--- src/rtl/spi_slave_regs.sv ---
// spi_slave_regs: SPI mode-0 slave giving an external master access to a
// bank of 16 x 32-bit registers (0..14 read/write, 15 = read-only ID).
// Every SPI input is resynchronised into CLK_I, so the SPI clock must run
// at no more than CLK_I/8. A frame is an 8-bit command (bit7 = read,
// bits 6:4 must be zero, bits 3:0 = address) followed by 32 data bits,
// with both command and data sent MSB first.
// Ports:
//   CLK_I, RST_I             system clock, synchronous active-high reset
//   SPI_CLK/CS_N/MOSI        SPI bus inputs, asynchronous to CLK_I
//   SPI_MISO, SPI_MISO_OE    read data and its output enable
//   REG_ADR_I, REG_DAT_O     local combinational read port
//   WR_STB, WR_ADR, WR_DAT   committed-write pulse with its address/data
//   FRAME_ERR                one-cycle pulse on an aborted or invalid frame
`timescale 1ns/1ps
module spi_slave_regs #(
  parameter int          SYNC_STAGES = 2,             // must be >= 2
  parameter logic [31:0] ID_VALUE    = 32'h5A5A_0001
) (
  input  logic        CLK_I,
  input  logic        RST_I,
  input  logic        SPI_CLK,
  input  logic        SPI_CS_N,
  input  logic        SPI_MOSI,
  output logic        SPI_MISO,
  output logic        SPI_MISO_OE,
  input  logic [3:0]  REG_ADR_I,
  output logic [31:0] REG_DAT_O,
  output logic        WR_STB,
  output logic [3:0]  WR_ADR,
  output logic [31:0] WR_DAT,
  output logic        FRAME_ERR
);

  typedef enum logic [2:0] {
    ST_WAIT = 3'd0, ST_IDLE = 3'd1, ST_CMD = 3'd2, ST_DATA = 3'd3, ST_DONE = 3'd4
  } state_t;

  state_t state_r, state_nxt_s;

  logic [SYNC_STAGES-1:0] sclk_sync_r, cs_sync_r, mosi_sync_r;
  logic [SYNC_STAGES:0]   settle_r;
  logic sclk_d_r, cs_d_r;
  logic sclk_s, cs_s, mosi_s, settled_s;
  logic sclk_rise_s, sclk_fall_s, cs_fall_s;

  logic [5:0]        cnt_r;
  logic [7:0]        cmd_r;
  logic [30:0]       rx_sr_r;
  logic [30:0]       tx_sr_r;
  logic [14:0][31:0] regs_r;
  logic              miso_r, miso_oe_r, wr_stb_r, frame_err_r;
  logic [3:0]        wr_adr_r;
  logic [31:0]       wr_dat_r;

  logic cnt_clr_s, cnt_inc_s, shift_cmd_s, shift_rx_s, load_tx_s, shift_tx_s;
  logic commit_s, frame_err_s, miso_oe_s;
  logic cmd_valid_s, cmd_rd_s;
  logic [31:0] rx_next_s, tx_load_s;

  // Register-bank read; address 15 returns the fixed ID.
  function automatic logic [31:0] reg_read(input logic [3:0] adr,
                                           input logic [14:0][31:0] regs);
    logic [31:0] val;
    val = ID_VALUE;
    for (int i = 0; i < 15; i++) begin
      val = (adr == 4'(i)) ? regs[i] : val;
    end
    return val;
  endfunction

  assign sclk_s      = sclk_sync_r[SYNC_STAGES-1];
  assign cs_s        = cs_sync_r[SYNC_STAGES-1];
  assign mosi_s      = mosi_sync_r[SYNC_STAGES-1];
  // Right after reset the synchronisers still hold idle levels rather than
  // the bus; the settle chain keeps WAIT from trusting them too early.
  assign settled_s   = settle_r[SYNC_STAGES];
  assign sclk_rise_s = sclk_s & ~sclk_d_r;
  assign sclk_fall_s = ~sclk_s & sclk_d_r;
  assign cs_fall_s   = cs_d_r & ~cs_s;
  assign cmd_valid_s = (cmd_r[6:4] == 3'b000);
  assign cmd_rd_s    = cmd_r[7];
  assign rx_next_s   = {rx_sr_r, mosi_s};
  assign tx_load_s   = reg_read(cmd_r[3:0], regs_r);

  // Input synchronisers, edge-detect history and post-reset settle chain.
  always_ff @(posedge CLK_I) begin
    if (RST_I) begin
      sclk_sync_r <= {SYNC_STAGES{1'b0}};
      cs_sync_r   <= {SYNC_STAGES{1'b1}};
      mosi_sync_r <= {SYNC_STAGES{1'b0}};
      settle_r    <= {(SYNC_STAGES+1){1'b0}};
      sclk_d_r    <= 1'b0;
      cs_d_r      <= 1'b1;
    end else begin
      sclk_sync_r <= {sclk_sync_r[SYNC_STAGES-2:0], SPI_CLK};
      cs_sync_r   <= {cs_sync_r[SYNC_STAGES-2:0], SPI_CS_N};
      mosi_sync_r <= {mosi_sync_r[SYNC_STAGES-2:0], SPI_MOSI};
      settle_r    <= {settle_r[SYNC_STAGES-1:0], 1'b1};
      sclk_d_r    <= sclk_s;
      cs_d_r      <= cs_s;
    end
  end

  // FSM state register.
  always_ff @(posedge CLK_I) begin
    if (RST_I) begin
      state_r <= ST_WAIT;
    end else begin
      state_r <= state_nxt_s;
    end
  end

  // FSM next-state logic; CS_N high returns every active state to IDLE.
  always_comb begin
    state_nxt_s = state_r;
    case (state_r)
      ST_WAIT: begin
        if (settled_s && cs_s) state_nxt_s = ST_IDLE;
        else                   state_nxt_s = ST_WAIT;
      end
      ST_IDLE: begin
        if (cs_fall_s) state_nxt_s = ST_CMD;
        else           state_nxt_s = ST_IDLE;
      end
      ST_CMD: begin
        if (cs_s)                  state_nxt_s = ST_IDLE;
        else if (cnt_r == 6'd8)    state_nxt_s = cmd_valid_s ? ST_DATA : ST_DONE;
        else                       state_nxt_s = ST_CMD;
      end
      ST_DATA: begin
        if (cs_s)                                state_nxt_s = ST_IDLE;
        else if (sclk_rise_s && cnt_r == 6'd39)  state_nxt_s = ST_DONE;
        else                                     state_nxt_s = ST_DATA;
      end
      ST_DONE: begin
        if (cs_s) state_nxt_s = ST_IDLE;
        else      state_nxt_s = ST_DONE;
      end
      default: state_nxt_s = ST_WAIT;
    endcase
  end

  // FSM output decode: datapath controls and next values of the outputs.
  always_comb begin
    cnt_clr_s   = 1'b0;
    cnt_inc_s   = 1'b0;
    shift_cmd_s = 1'b0;
    shift_rx_s  = 1'b0;
    load_tx_s   = 1'b0;
    shift_tx_s  = 1'b0;
    commit_s    = 1'b0;
    frame_err_s = 1'b0;
    miso_oe_s   = 1'b0;
    case (state_r)
      ST_IDLE: cnt_clr_s = 1'b1;
      ST_CMD: begin
        if (cs_s) begin
          frame_err_s = (cnt_r != 6'd0);
        end else if (cnt_r == 6'd8) begin
          // Command decode cycle, one cycle after the 8th rising edge.
          frame_err_s = ~cmd_valid_s;
          load_tx_s   = cmd_valid_s & cmd_rd_s;
          miso_oe_s   = cmd_valid_s & cmd_rd_s;
        end else begin
          shift_cmd_s = sclk_rise_s;
          cnt_inc_s   = sclk_rise_s;
        end
      end
      ST_DATA: begin
        if (cs_s) begin
          frame_err_s = 1'b1;
        end else if (sclk_rise_s) begin
          shift_rx_s = 1'b1;
          cnt_inc_s  = 1'b1;
          commit_s   = (cnt_r == 6'd39) & ~cmd_rd_s & (cmd_r[3:0] != 4'd15);
          miso_oe_s  = miso_oe_r & (cnt_r != 6'd39);
        end else begin
          // Bit 31 is already on MISO, so the fall after edge 8 must not shift.
          shift_tx_s = sclk_fall_s & miso_oe_r & (cnt_r >= 6'd9);
          miso_oe_s  = miso_oe_r;
        end
      end
      default: begin
        cnt_clr_s = 1'b0;
      end
    endcase
  end

  // Datapath: bit counter, shift registers, register bank and outputs.
  always_ff @(posedge CLK_I) begin
    if (RST_I) begin
      cnt_r       <= 6'd0;
      cmd_r       <= 8'd0;
      rx_sr_r     <= 31'd0;
      tx_sr_r     <= 31'd0;
      regs_r      <= {(15*32){1'b0}};
      miso_r      <= 1'b0;
      miso_oe_r   <= 1'b0;
      wr_stb_r    <= 1'b0;
      frame_err_r <= 1'b0;
      wr_adr_r    <= 4'd0;
      wr_dat_r    <= 32'd0;
    end else begin
      if (cnt_clr_s)      cnt_r <= 6'd0;
      else if (cnt_inc_s) cnt_r <= cnt_r + 6'd1;
      if (shift_cmd_s) cmd_r   <= {cmd_r[6:0], mosi_s};
      if (shift_rx_s)  rx_sr_r <= rx_next_s[30:0];
      if (load_tx_s) begin
        miso_r  <= tx_load_s[31];
        tx_sr_r <= tx_load_s[30:0];
      end else if (shift_tx_s) begin
        miso_r  <= tx_sr_r[30];
        tx_sr_r <= {tx_sr_r[29:0], 1'b0};
      end else if (!miso_oe_s) begin
        miso_r  <= 1'b0;
        tx_sr_r <= 31'd0;
      end
      miso_oe_r   <= miso_oe_s;
      frame_err_r <= frame_err_s;
      wr_stb_r    <= commit_s;
      if (commit_s) begin
        wr_adr_r <= cmd_r[3:0];
        wr_dat_r <= rx_next_s;
      end
      for (int i = 0; i < 15; i++) begin
        if (commit_s && cmd_r[3:0] == 4'(i)) regs_r[i] <= rx_next_s;
      end
    end
  end

  assign SPI_MISO    = miso_r;
  assign SPI_MISO_OE = miso_oe_r;
  assign WR_STB      = wr_stb_r;
  assign WR_ADR      = wr_adr_r;
  assign WR_DAT      = wr_dat_r;
  assign FRAME_ERR   = frame_err_r;
  assign REG_DAT_O   = reg_read(REG_ADR_I, regs_r);

endmodule

--- config.mk ---
export PLATFORM = sky130hd
export DESIGN_NAME = spi_slave_regs
export DESIGN_NICKNAME = d
export VERILOG_FILES = /design/src/rtl/spi_slave_regs.sv
export SDC_FILE = /design/constraint.sdc
export NUM_CORES = 2
export LEC_CHECK = 0
export ABC_AREA = 1
export ABC_CLOCK_PERIOD_IN_PS = 3900
export CORE_UTILIZATION = 25
export DETAILED_ROUTE_END_ITERATION = 6
export REMOVE_ABC_BUFFERS = 1
export SYNTH_ARGS = -nofsm -noshare
export SYNTH_HDL_FRONTEND = slang
export SYNTH_SLANG_ARGS = --single-unit
export TNS_END_PERCENT = 30
--- constraint.sdc ---
create_clock -name CLK_I -period 3.9 [get_ports CLK_I]
set_input_delay 0.39 -clock CLK_I [delete_from_list [all_inputs] [get_ports CLK_I]]
set_output_delay 0.39 -clock CLK_I [all_outputs]
set_load 0.05 [all_outputs]
# ---- Yosys cells after proc, flatten, opt, wreduce, memory -nomap -nowiden
# Index checks and enable logic that the tools add are counted.
dict set report totals {
  regBits 610
  input_bits 9
  out_inout_bits 72
  elab_cells 179
}
dict set report classes {
  add_sub_neg 1
  order_cmp 1
  eq_ne 37
  n_mux 70
  n_bitwise 14
  n_reduce_logical 23
}
# op n
set op_table {}
lappend op_table {{2-to-1 mux 32 bit} 30}
lappend op_table {{2-to-1 mux 31 bit} 3}
lappend op_table {{== test 4 bit (second input constant)} 14}
lappend op_table {{== test 4 x 3 -> 1 bit (second input constant)} 8}
lappend op_table {{2-to-1 mux 1 bit} 26}
lappend op_table {{2-to-1 mux 3 bit} 6}
lappend op_table {{logical AND 1 bit} 17}
lappend op_table {{== test 4 x 2 -> 1 bit (second input constant)} 4}
lappend op_table {{case mux 3 bit (5 select lines)} 1}
lappend op_table {{AND 1 bit} 9}
lappend op_table {{== test 4 x 1 -> 1 bit (second input constant)} 2}
lappend op_table {{zero test 4 bit} 2}
lappend op_table {{adder 6 x 1 -> 6 bit (second input constant)} 1}
lappend op_table {{== test 3 x 2 -> 1 bit (second input constant)} 2}
lappend op_table {{== test 6 x 4 -> 1 bit (second input constant)} 1}
lappend op_table {{== test 6 bit (second input constant)} 1}
lappend op_table {{>= comparator 6 x 4 -> 1 bit (second input constant)} 1}
lappend op_table {{zero test 3 bit} 2}
lappend op_table {{!= test 6 bit (second input constant)} 1}
lappend op_table {{case mux 1 bit (2 select lines)} 3}
lappend op_table {{nonzero test 6 bit} 1}
lappend op_table {{inverter 1 bit} 5}
lappend op_table {{!= test 4 bit (second input constant)} 1}
lappend op_table {{== test 3 x 1 -> 1 bit (second input constant)} 1}
lappend op_table {{other kinds (4)} 4}

# ---- Longest topological paths before layout
dict set report depth {
  ltp_word 17
  depth_mapped 14
  ltp_nobuf 14
}

# ---- Worst setup path before layout
# OpenSTA, ideal clock, no wires.
dict set report synth_path {
  kind {input port to output port}
  start {input REG_ADR_I[2]}
  end {output REG_DAT_O[11]}
  t_arrival_ns 2.041
  path_slack_ns 1.469
  path_stages 12
  path_buffers 2
  cell_sequence {inv_1 -> nor2_1 -> nand2_1 -> inv_1 -> clkbuf_1 -> clkbuf_1 -> a21oi_1 -> nand4_1 -> nand2_1 -> nand4_1 -> nor2_1 -> nand4_1}
}
dict set report synth_via {
  elab_chain_len 16
}
# element line
set synth_rtl {}
lappend synth_rtl {{from (decl)} 26} ;# input logic [3:0] REG_ADR_I,
lappend synth_rtl {{zero test 4 bit} 66} ;# val = (adr == 4'(i)) ? regs[i] : val;
lappend synth_rtl {{2-to-1 mux 32 bit (14 in a row)} 66}
lappend synth_rtl {{2-to-1 mux 32 bit (*)} 66}
lappend synth_rtl {{to (decl)} 27} ;# output logic [31:0] REG_DAT_O,
# Every way passes the cells marked *; elsewhere a longest branch is shown, timed or not.

# ---- Final worst setup path
dict set report layout_path {
  start {input REG_ADR_I[2]}
  end {output REG_DAT_O[13]}
}
# Same word-level chain as after synthesis.

==> impl_metrics.yaml <==
floorplanning:
  rows: 125
  ios: 81
  initial_core_util_pct: 25.2
  dieWidth_um: 344
  core_um2: 116000
  dieArea_um2: 118000
  fp.dieH_um: 344
final_layout:
  final_cells: 5881
  drive_gt1_share_pct: 6.87
  seqCellArea_um2: 12200
  fin_nets: 4316
  fin_util_pct: 29.3
  fillCellCount: 12567
  syn_to_final_growth_pct: 16.5
  multi_input_area_um2: 13900
timing:
  tightest_slew_ps: 1200
  rsz0062_at_grt: "no"
  setup_viol_count_final: 0
  report.final.slew_viol_count: 0
  period_needed_ps: 3420
  hold_viol: 0
  fin_crit_sh_pct: 87.7
  relSlewSlack_pct: 20.0
  finalWorstSetupSlack_ps: 480
  max_freq_ghz: 0.292
  fin_skew_ps: 26.9
setup_path:
  worstSetupEndpointType: "output pin"
  critPathKind: "input port to output pin"
  path_max_fanout: 12
  worstRegToRegCells: 11
  start_kind: "input port"
  critical_path_arrival_ps: 3030
  worstPathRequired_ps: 3510
min_path:
  hp-class: "input port to flop"
  holdPathStages: 2
placement:
  dp.cells: 5759
  post-place-ws_ps: 513
  post-dp-hpwl_mm: 75.8
  place_congestion: 0.972
  portBuffers: 80
yosys:
  synth.avg_cell_area_um2: 6.65
  yosysWarnings: 0
  syn_area_um2: 29300
  seq_area_frac_synth_pct: 41.7
  synth_seq_cells: 610
  synth_cells: 4403
  ys_types: 35
power:
  p_leak_nw: 11.9
  peakVddDrop_mv: 0.271
  pwr_density_cell_nw_per_um2: 392
detailed_routing:
  viasPerCell: 5.10
  ant_nets: 0
  first_iter_violations: 3505
  vias: 29991
  drt_first_pass_iters: 6
  drc: 0
  wl_per_cell_um: 20.2
  routed_wirelength_mm: 119
global_routing:
  grt_max_degree: 177
  grt.total_usage_pct: 19.5
  overflow: 0
  grt_pass1_vias: 27368
  grt_pass1_wl_mm: 176
  antenna_found_initial: 5
clock_network:
  cts-root-buf: "clkbuf_16"
  clk_pin_slew_worst_paths_ps: 60
  cts-htree-levels: 3
  cts_made_buffers: 66
  clk_path_buf_depth: 3
  cts.sinks: 610
  cts_resized: 0
  clk_latency_ps: 630
  cts_tree: "yes"
  cts_setup_buffers: 0
  hold_buffers: 0
run_status:
  status: "complete, no violations"
run:
  maxCapViolations: 0
## flip-flops by register name (all words and copies together) (netlist names), 3 cells and up
signal and flops:
regs_r 480, WR_DAT 32, rx_sr_r 31, tx_sr_r 31, cmd_r 8, cnt_r 6
WR_ADR 4, settle_r 3, state_r 3
## routing by layer
| metal | GRT usage [%] | part of all wire, % | up-vias |
|---|---|---|---|
| li1 | - | - | 14186 |
| met1 | 25.1 | 41 | 14070 |
| met2 | 31.0 | 45 | 1414 |
| met3 | 3.11 | 8.5 | 321 |
| met4 | 10.7 | 5.6 | 0 |
| met5 | 0 | 0 | - |
## report_power, final
part	switching (mW)	total [mW]	internal (mW)
Clock	2.76	6.61	3.86
Combinational	0.382	0.517	0.135
Sequential	0.00584	6.24	6.23
Total	3.15	13.4	10.2
## Yosys cell counts
master     count  area [um^2]
clkinv_2       1         5.00
nor2_1       519         1950
nor3_1        26          130
inv_2         11         41.3
a21oi_1      456         2280
o21ai_0      250         1250
a41oi_1        1         8.76
a311oi_1       1         8.76
clkbuf_1     274         1030
o21a_1         1         7.51
o21bai_1       1         7.51
or2_2          2         12.5
inv_1        477         1790
nand2_4        1         11.3
a211oi_1     208         1560
buf_1         28          105
nor3b_1        2         15.0
buf_4          3         22.5
nand2_2        6         37.5
buf_2         47          235
o22ai_1       26          163
o221ai_1      14          123
o2111ai_1      8         70.1
o211ai_1       1         7.51
nor3_2         1         10.0
dfxtp_1      610        12200
nor4_1         2         12.5
buf_6          7         78.8
ha_1           4         50.1
nand4_1      154          963
clkinv_1       5         18.8
nand3_1      262         1310
nor2_2         3         18.8
nand2_1      990         3720
a31oi_1        1         6.26
## final timing paths
path,from,end,slack (ps)
max,REG_ADR_I[2],REG_DAT_O[13],480
min,RST_I,WR_STB,200
max reg2reg,cnt_r[0],regs_r[389],500
min reg2reg,mosi_sync_r[0],mosi_sync_r[1],410
## layout make-up
| class | instances | share of cell area, % |
|---|---|---|
| clock buffer | 100 | 5.82 |
| timing repair buffer | 191 | 5.93 |
| clock inverter | 19 | 0.697 |
| inverter | 494 | 5.47 |
| multi-input combinational | 2940 | 40.7 |
| tap | 1524 | 5.59 |
| antenna | 3 | 0.0220 |
| sequential | 610 | 35.8 |
## metrics by stage
| step | hold slack (ps) | area [um^2] | total power, mW | setup TNS [ps] |
|---|---|---|---|---|
| 5_1_grt | 209 | 34100 | 13.7 | 0 |
| 6_report | 198 | 34100 | 13.4 | 0 |
| 3_3_place_gp | 394 | 31900 | 6.89 | 0 |
| 4_1_cts | 185 | 34100 | 13.4 | 0 |
| 3_5_place_dp | 402 | 31900 | 6.89 | 0 |
| 2_1_floorplan | 388 | 27800 | 6.61 | -290810 |
## kinds of logic (layout without fill, tap and decap cells)
kind of cell	count (synthesis)	count (layout)	share of synthesized area [%]
and+or+nand+nor	1968	1968	28.0
AOI/OAI and AO/OA	968	968	18.8
buffers and inverters	853	804	11.4
DFF	610	610	41.7
adders and majority gates	4	4	0.171
other	0	3	0
## placed cells by master (no fill, tap or decap), drive strengths merged
cell type,n
nand4,154
clkdlybuf4s50,47
bufinv,5
o211ai,1
o21bai,1
nand3,262
nor4,2
inv,490
o221ai,14
o21ai,250
or2,2
nand2,997
nor2,522
a21oi,456
buf,144
nor3b,2
clkbuf,100
dfxtp,610
a211oi,208
o21a,1
a311oi,1
a31oi,1
diode,3
o22ai,26
o2111ai,8
ha,4
nor3,27
a41oi,1
clkinv,18
## worst max-delay path: stages
cell	delay [ps]
clkdlybuf4s50_1	640
inv_1	70
nor2_1	230
nand2_1	130
inv_1	330
buf_4	250
buf_4	210
a21oi_1	60
o2111ai_1	90
o21ai_0	140
nand4_1	110
nor2_1	70
nand4_1	140
buf_12	160
Note: power is estimated with default switching activity, not from simulation.
